--- src/rtl/regfile_scanner.sv ---
// regfile_scanner
//   Walks a spare register-file read port from FIRST_REG to LAST_REG on a
//   start pulse, snapshots each register and streams it out over a
//   valid/ready handshake, tagged with its register index.
//
// Optional feature: define REGFILE_SCANNER_CHECKSUM_EN to append one extra
//   word per scan (out_index = 32, out_data = XOR of every word sent in that
//   scan). Without the macro there is no checksum state or register.
//
// Ports
//   clk         in   1   rising-edge clock
//   aclr        in   1   asynchronous active-high reset
//   start       in   1   scan request, honoured only while idle
//   busy        out  1   high whenever the engine is not idle
//   done        out  1   one-cycle pulse after the final word is accepted
//   rd_addr     out  5   registered read-select to the register file
//   rd_data     in  32   register file read data for rd_addr
//   out_valid   out  1   out_data/out_index hold a word
//   out_ready   in   1   consumer accepts the word
//   out_data    out 32   register snapshot or checksum word
//   out_index   out  6   register index 0..31, 32 marks the checksum word
//   dbg_state_o out  2   current FSM state encoding
//
// Handshake: a word transfers on every rising edge where out_valid and
//   out_ready are both high. Once raised, out_valid and the word stay
//   unchanged until that transfer happens; only aclr can drop them early.

module regfile_scanner #(
  parameter int unsigned FIRST_REG = 0,
  parameter int unsigned LAST_REG  = 31
) (
  input  logic        clk,
  input  logic        aclr,
  input  logic        start,
  output logic        busy,
  output logic        done,
  output logic [4:0]  rd_addr,
  input  logic [31:0] rd_data,
  output logic        out_valid,
  input  logic        out_ready,
  output logic [31:0] out_data,
  output logic [5:0]  out_index,
  output logic [1:0]  dbg_state_o
);

  localparam logic [4:0] FIRST_ADDR = 5'(FIRST_REG);
  localparam logic [4:0] LAST_ADDR  = 5'(LAST_REG);

`ifdef REGFILE_SCANNER_CHECKSUM_EN
  typedef enum logic [1:0] {
    S_IDLE = 2'd0,
    S_ADDR = 2'd1,
    S_SEND = 2'd2,
    S_CSUM = 2'd3
  } state_t;
`else
  typedef enum logic [1:0] {
    S_IDLE = 2'd0,
    S_ADDR = 2'd1,
    S_SEND = 2'd2
  } state_t;
`endif

  state_t      state_q, state_d;
  logic [4:0]  rd_addr_q, rd_addr_d;
  logic [31:0] out_data_q, out_data_d;
  logic [5:0]  out_index_q, out_index_d;
  logic        out_valid_q, out_valid_d;
  logic        done_q, done_d;
`ifdef REGFILE_SCANNER_CHECKSUM_EN
  logic [31:0] csum_q, csum_d;
`endif

  logic hs;
  assign hs = out_valid_q && out_ready;

  always_ff @(posedge clk or posedge aclr) begin
    if (aclr) begin
      state_q     <= S_IDLE;
      rd_addr_q   <= 5'd0;
      out_data_q  <= 32'd0;
      out_index_q <= 6'd0;
      out_valid_q <= 1'b0;
      done_q      <= 1'b0;
`ifdef REGFILE_SCANNER_CHECKSUM_EN
      csum_q      <= 32'd0;
`endif
    end else begin
      state_q     <= state_d;
      rd_addr_q   <= rd_addr_d;
      out_data_q  <= out_data_d;
      out_index_q <= out_index_d;
      out_valid_q <= out_valid_d;
      done_q      <= done_d;
`ifdef REGFILE_SCANNER_CHECKSUM_EN
      csum_q      <= csum_d;
`endif
    end
  end

  always_comb begin
    state_d     = state_q;
    rd_addr_d   = rd_addr_q;
    out_data_d  = out_data_q;
    out_index_d = out_index_q;
    out_valid_d = out_valid_q;
    done_d      = 1'b0;
`ifdef REGFILE_SCANNER_CHECKSUM_EN
    csum_d      = csum_q;
`endif
    case (state_q)
      S_IDLE: begin
        if (start) begin
          rd_addr_d = FIRST_ADDR;
`ifdef REGFILE_SCANNER_CHECKSUM_EN
          csum_d    = 32'd0;
`endif
          state_d   = S_ADDR;
        end
      end
      // rd_addr has been stable a full cycle, so rd_data is settled. A
      // register write on this same edge is not seen: the old value wins.
      S_ADDR: begin
        out_data_d  = rd_data;
        out_index_d = {1'b0, rd_addr_q};
        out_valid_d = 1'b1;
        state_d     = S_SEND;
      end
      S_SEND: begin
        if (hs) begin
`ifdef REGFILE_SCANNER_CHECKSUM_EN
          csum_d = csum_q ^ out_data_q;
`endif
          if (rd_addr_q != LAST_ADDR) begin
            rd_addr_d   = rd_addr_q + 5'd1;
            out_valid_d = 1'b0;
            state_d     = S_ADDR;
          end else begin
`ifdef REGFILE_SCANNER_CHECKSUM_EN
            // Present the finished checksum directly; valid stays high.
            out_data_d  = csum_q ^ out_data_q;
            out_index_d = 6'd32;
            state_d     = S_CSUM;
`else
            out_valid_d = 1'b0;
            done_d      = 1'b1;
            state_d     = S_IDLE;
`endif
          end
        end
      end
`ifdef REGFILE_SCANNER_CHECKSUM_EN
      S_CSUM: begin
        if (hs) begin
          out_valid_d = 1'b0;
          done_d      = 1'b1;
          state_d     = S_IDLE;
        end
      end
`endif
      default: state_d = S_IDLE;
    endcase
  end

  assign busy        = (state_q != S_IDLE);
  assign done        = done_q;
  assign rd_addr     = rd_addr_q;
  assign out_valid   = out_valid_q;
  assign out_data    = out_data_q;
  assign out_index   = out_index_q;
  assign dbg_state_o = state_q;

endmodule

--- config.mk ---
export PLATFORM = sky130hd
export DESIGN_NAME = regfile_scanner
export DESIGN_NICKNAME = d
export VERILOG_FILES = /design/src/rtl/regfile_scanner.sv
export SDC_FILE = /design/constraint.sdc
export NUM_CORES = 1
export LEC_CHECK = 0
export BUFFER_PORTS_ARGS = -buffer_cell sky130_fd_sc_hd__buf_4
export CAP_MARGIN = 20
export CORE_ASPECT_RATIO = 1.5
export CORE_MARGIN = 2
export CORE_UTILIZATION = 42
export DETAILED_ROUTE_END_ITERATION = 16
export GPL_TIMING_DRIVEN = 0
export HOLD_SLACK_MARGIN = 0.02
export PLACE_DENSITY = 0.78
export SLEW_MARGIN = 20
export SYNTH_ARGS = -nofsm -noshare
export SYNTH_HDL_FRONTEND = slang
export SYNTH_SLANG_ARGS = --single-unit
--- constraint.sdc ---
create_clock -name clk -period 1.7 [get_ports clk]
set_input_delay 0.255 -clock clk [delete_from_list [all_inputs] [get_ports clk]]
set_output_delay 0.255 -clock clk [all_outputs]
set_load 0.005 [all_outputs]
==> results.md <==
* Layout cells sized above 1 at 67.43%
* Die area at 5081 um^2
* Top cell type's share of synthesized area at 60.69%
* Final GP Congestion at 0.7700
* Static leakage at between 1 and 1.5 nW
* Crit path max fanout at 6
* Syn_nets at 160
* Clock Root Buffer: clkbuf_8
* Remaining DRCs at 4
* WL/cell at 14.85 um
* Largest area contributor in the netlist: dfrtp_1
* Failing checks: DRC, setup timing
* PnR worst setup slack at -0.02287 ns
* Most common cell after layout, fill and taps aside: buf_4
* Die H at 86.31 um
* Fmax at 580.4 MHz
* All-Layer GR Usage at roughly 17%
* Pin count of the biggest net entering global routing at 26
* Worst-Skew Late Latency at about 0.29 ns
* Die width at about 60 um
* Max Buffers Root-to-Sink at 2
* Mapped cell area at 1897 um^2
* Antenna violation net count after detailed routing at 0
* R2r worst-path depth at 6
* Critical Path AT at 1.94 ns
* Antenna diodes at 0
* Worst R2R End: rd_addr[1]
* Layout area overhead at 45.78%
* CP Class: register to register
* DRT iter0 DRCs at 33
* Status: finished with violations
* Most frequent cells in the layout: buf_4 (88), dfrtp_1 (45), mux2_2 (29)
* Total number of H-tree levels at 2
* Hold Path Cell Cnt at 2
* Worst hold endpoint: out_valid
* Slew Viols, Final at 0
* CTS tree: done
* Min-delay worst type: primary input to register
* Final hold vios at 0
* Synth Warn # at 0
* Final non-filler cell total at 264
* CTS Buf Count at 5
* Fin crit period at 1.723 ns
* Mean post-synth cell area at 15.55 um^2
* #FFs+latches synth at 46
* HPWL after detailed placement at 2.997 mm
* CP required at 1.91 ns
* Register area share after synthesis at 60.69%
* Vias in the first global route at 1,405
* Initial antenna violation count at 0
* Mapped Cells at approximately 120
* Sink Count at 46
* Worst vdd ir at ~0.82 mV
* Hold Startpoint: out_ready
* CP Capture Type: register
* Max_cap viols at 0
* Worst-path clk slew at 0.08 ns
* R2r setup slk at -0.02 ns
* Startpoint types: register
* Multi-input logic area at about 700 um^2
* IO Count at 84
* Netlist cell types at 31
* Register area at 1152 um^2
* Row count at 29
* Vias at 1,287
* Total gr overflow at 0
* Pwr dens at 1672 nW/um^2
* Clk_skew at around 0.0027 ns
* Synth top area cells: dfrtp_1 (61%), mux2_2 (17%), mux2_4 (6.3%)
* Global-route wire length before repair at 6.410 mm
* Count of final setup violators at 3
* Core ar. at ~4300 um^2
* Vias/cell at 4.875
* Port-buffer cells at 82
* Reg2reg start: rd_addr[0]
* Pre-antenna DRT Iters at 10
* Fin crit share at 101.3%
* Starting density of the core at 44.30%
* Fillcell total at 351
* Inst Count DP at 251
* Routed WL at 3.920 mm
* Nets at 255
* RSZ-0062 raised after global routing: true
* Post-layout util at between 60% and 70%
worst max-delay path by stage:
stage / from / endpoint / slack, ns
5_1_grt: rd_addr[0] / rd_addr[1] / -0.11
4_1_cts: rd_addr[0] / rd_addr[1] / -0.02
2_1_floorplan: rd_addr[0] / rd_addr[1] / 0.004
3_5_place_dp: rd_addr[0] / rd_addr[1] / -0.18
3_3_place_gp: aclr / out_data[2] / -0.29
6_report: rd_addr[0] / rd_addr[1] / -0.02
repair_timing:
item | in CTS | in global routing
hold endpoints to repair | 21 | 0
buffers inserted | 4 | 0
endpoints found under the setup margin | 5 | 5
hold buffers | 1 | 0
pin swaps | 2 | 0
resized for setup | 4 | 0
power breakdown:
group | internal [mW] | switching, mW
registers | 1.57 | 0.291
clock network | 0.328 | 0.337
logic | 1.38 | 0.715
total | 3.28 | 1.34
critical path: stages (launching register included):
cell and delay (ns):
dfrtp_2 0.43, ha_4 0.16, and3_4 0.18, ha_4 0.16, nand4b_1 0.21, a21oi_4 0.27
mux2i_1 0.22
state kept, by name (all words and copies together), names as in the netlist:
signal / count
dbg_state_o: 2
out_index: 5
out_valid: 1
out_data: 32
done: 1
rd_addr: 5
synth_stat cells:
master,number
a21boi_0,1
a21o_1,1
a21oi_1,1
a21oi_4,1
a2bb2oi_1,2
and3_1,1
buf_12,1
buf_4,3
buf_6,1
conb_1,1
dfrtp_1,46
ha_1,2
inv_1,5
mux2_2,29
mux2_4,8
mux2i_1,2
nand2_1,3
nand2b_1,1
nand2b_2,1
nand3_1,1
nand4b_1,1
nor2_1,1
nor2b_1,1
nor2b_4,1
nor3_1,1
nor4_1,1
nor4b_1,1
o21a_1,1
o21ai_2,1
or2_2,1
or4_4,1
kinds of logic after synthesis:
kind of cell / count (synthesis) / synth area share [%]
muxes: 39 / 24.60
and+or+nand+nor: 16 / 5.673
AOI/OAI and AO/OA: 8 / 3.695
DFF: 46 / 60.69
adders and majority gates: 2 / 1.319
other: 1 / 0.1977
buffers and inverters: 10 / 3.826
through the flow:
stage	total power [mW]	setup TNS, ns	setup slack, ns	cell area (um^2)	hold WS (ns)
3_3_place_gp	3.909	-13.68	-0.2920	2575	0.4454
4_1_cts	4.708	-0.03634	-0.02385	2765	0.1557
5_1_grt	4.940	-0.2658	-0.1134	2765	0.1625
3_5_place_dp	3.976	-0.6052	-0.1803	2595	0.3207
2_1_floorplan	2.952	0	0.004252	1902	0.3397
6_report	4.624	-0.04918	-0.02287	2765	0.1632
final cells by class:
| type | count | share of cell area, % |
|---|---|---|
| inverters | 5 | 0.6787 |
| multi-input cells | 66 | 25.43 |
| clock inverters | 1 | 0.1810 |
| plain buffers | 5 | 1.946 |
| clock buffers | 7 | 3.122 |
| repair buffers | 88 | 24.89 |
| flip-flops and latches | 46 | 41.67 |
| well taps | 46 | 2.081 |
metal layers:
| metal | vias up | GRT usage, % | share of wire (%) |
|---|---|---|---|
| met5 | - | 0 | 0 |
| met4 | 0 | 5.992 | 1.0 |
| met2 | 40 | 31.11 | 58 |
| li1 | 611 | - | - |
| met1 | 632 | 17.34 | 36 |
| met3 | 4 | 4.030 | 4.7 |
No activity file was read; power rests on OpenSTA's default activity.
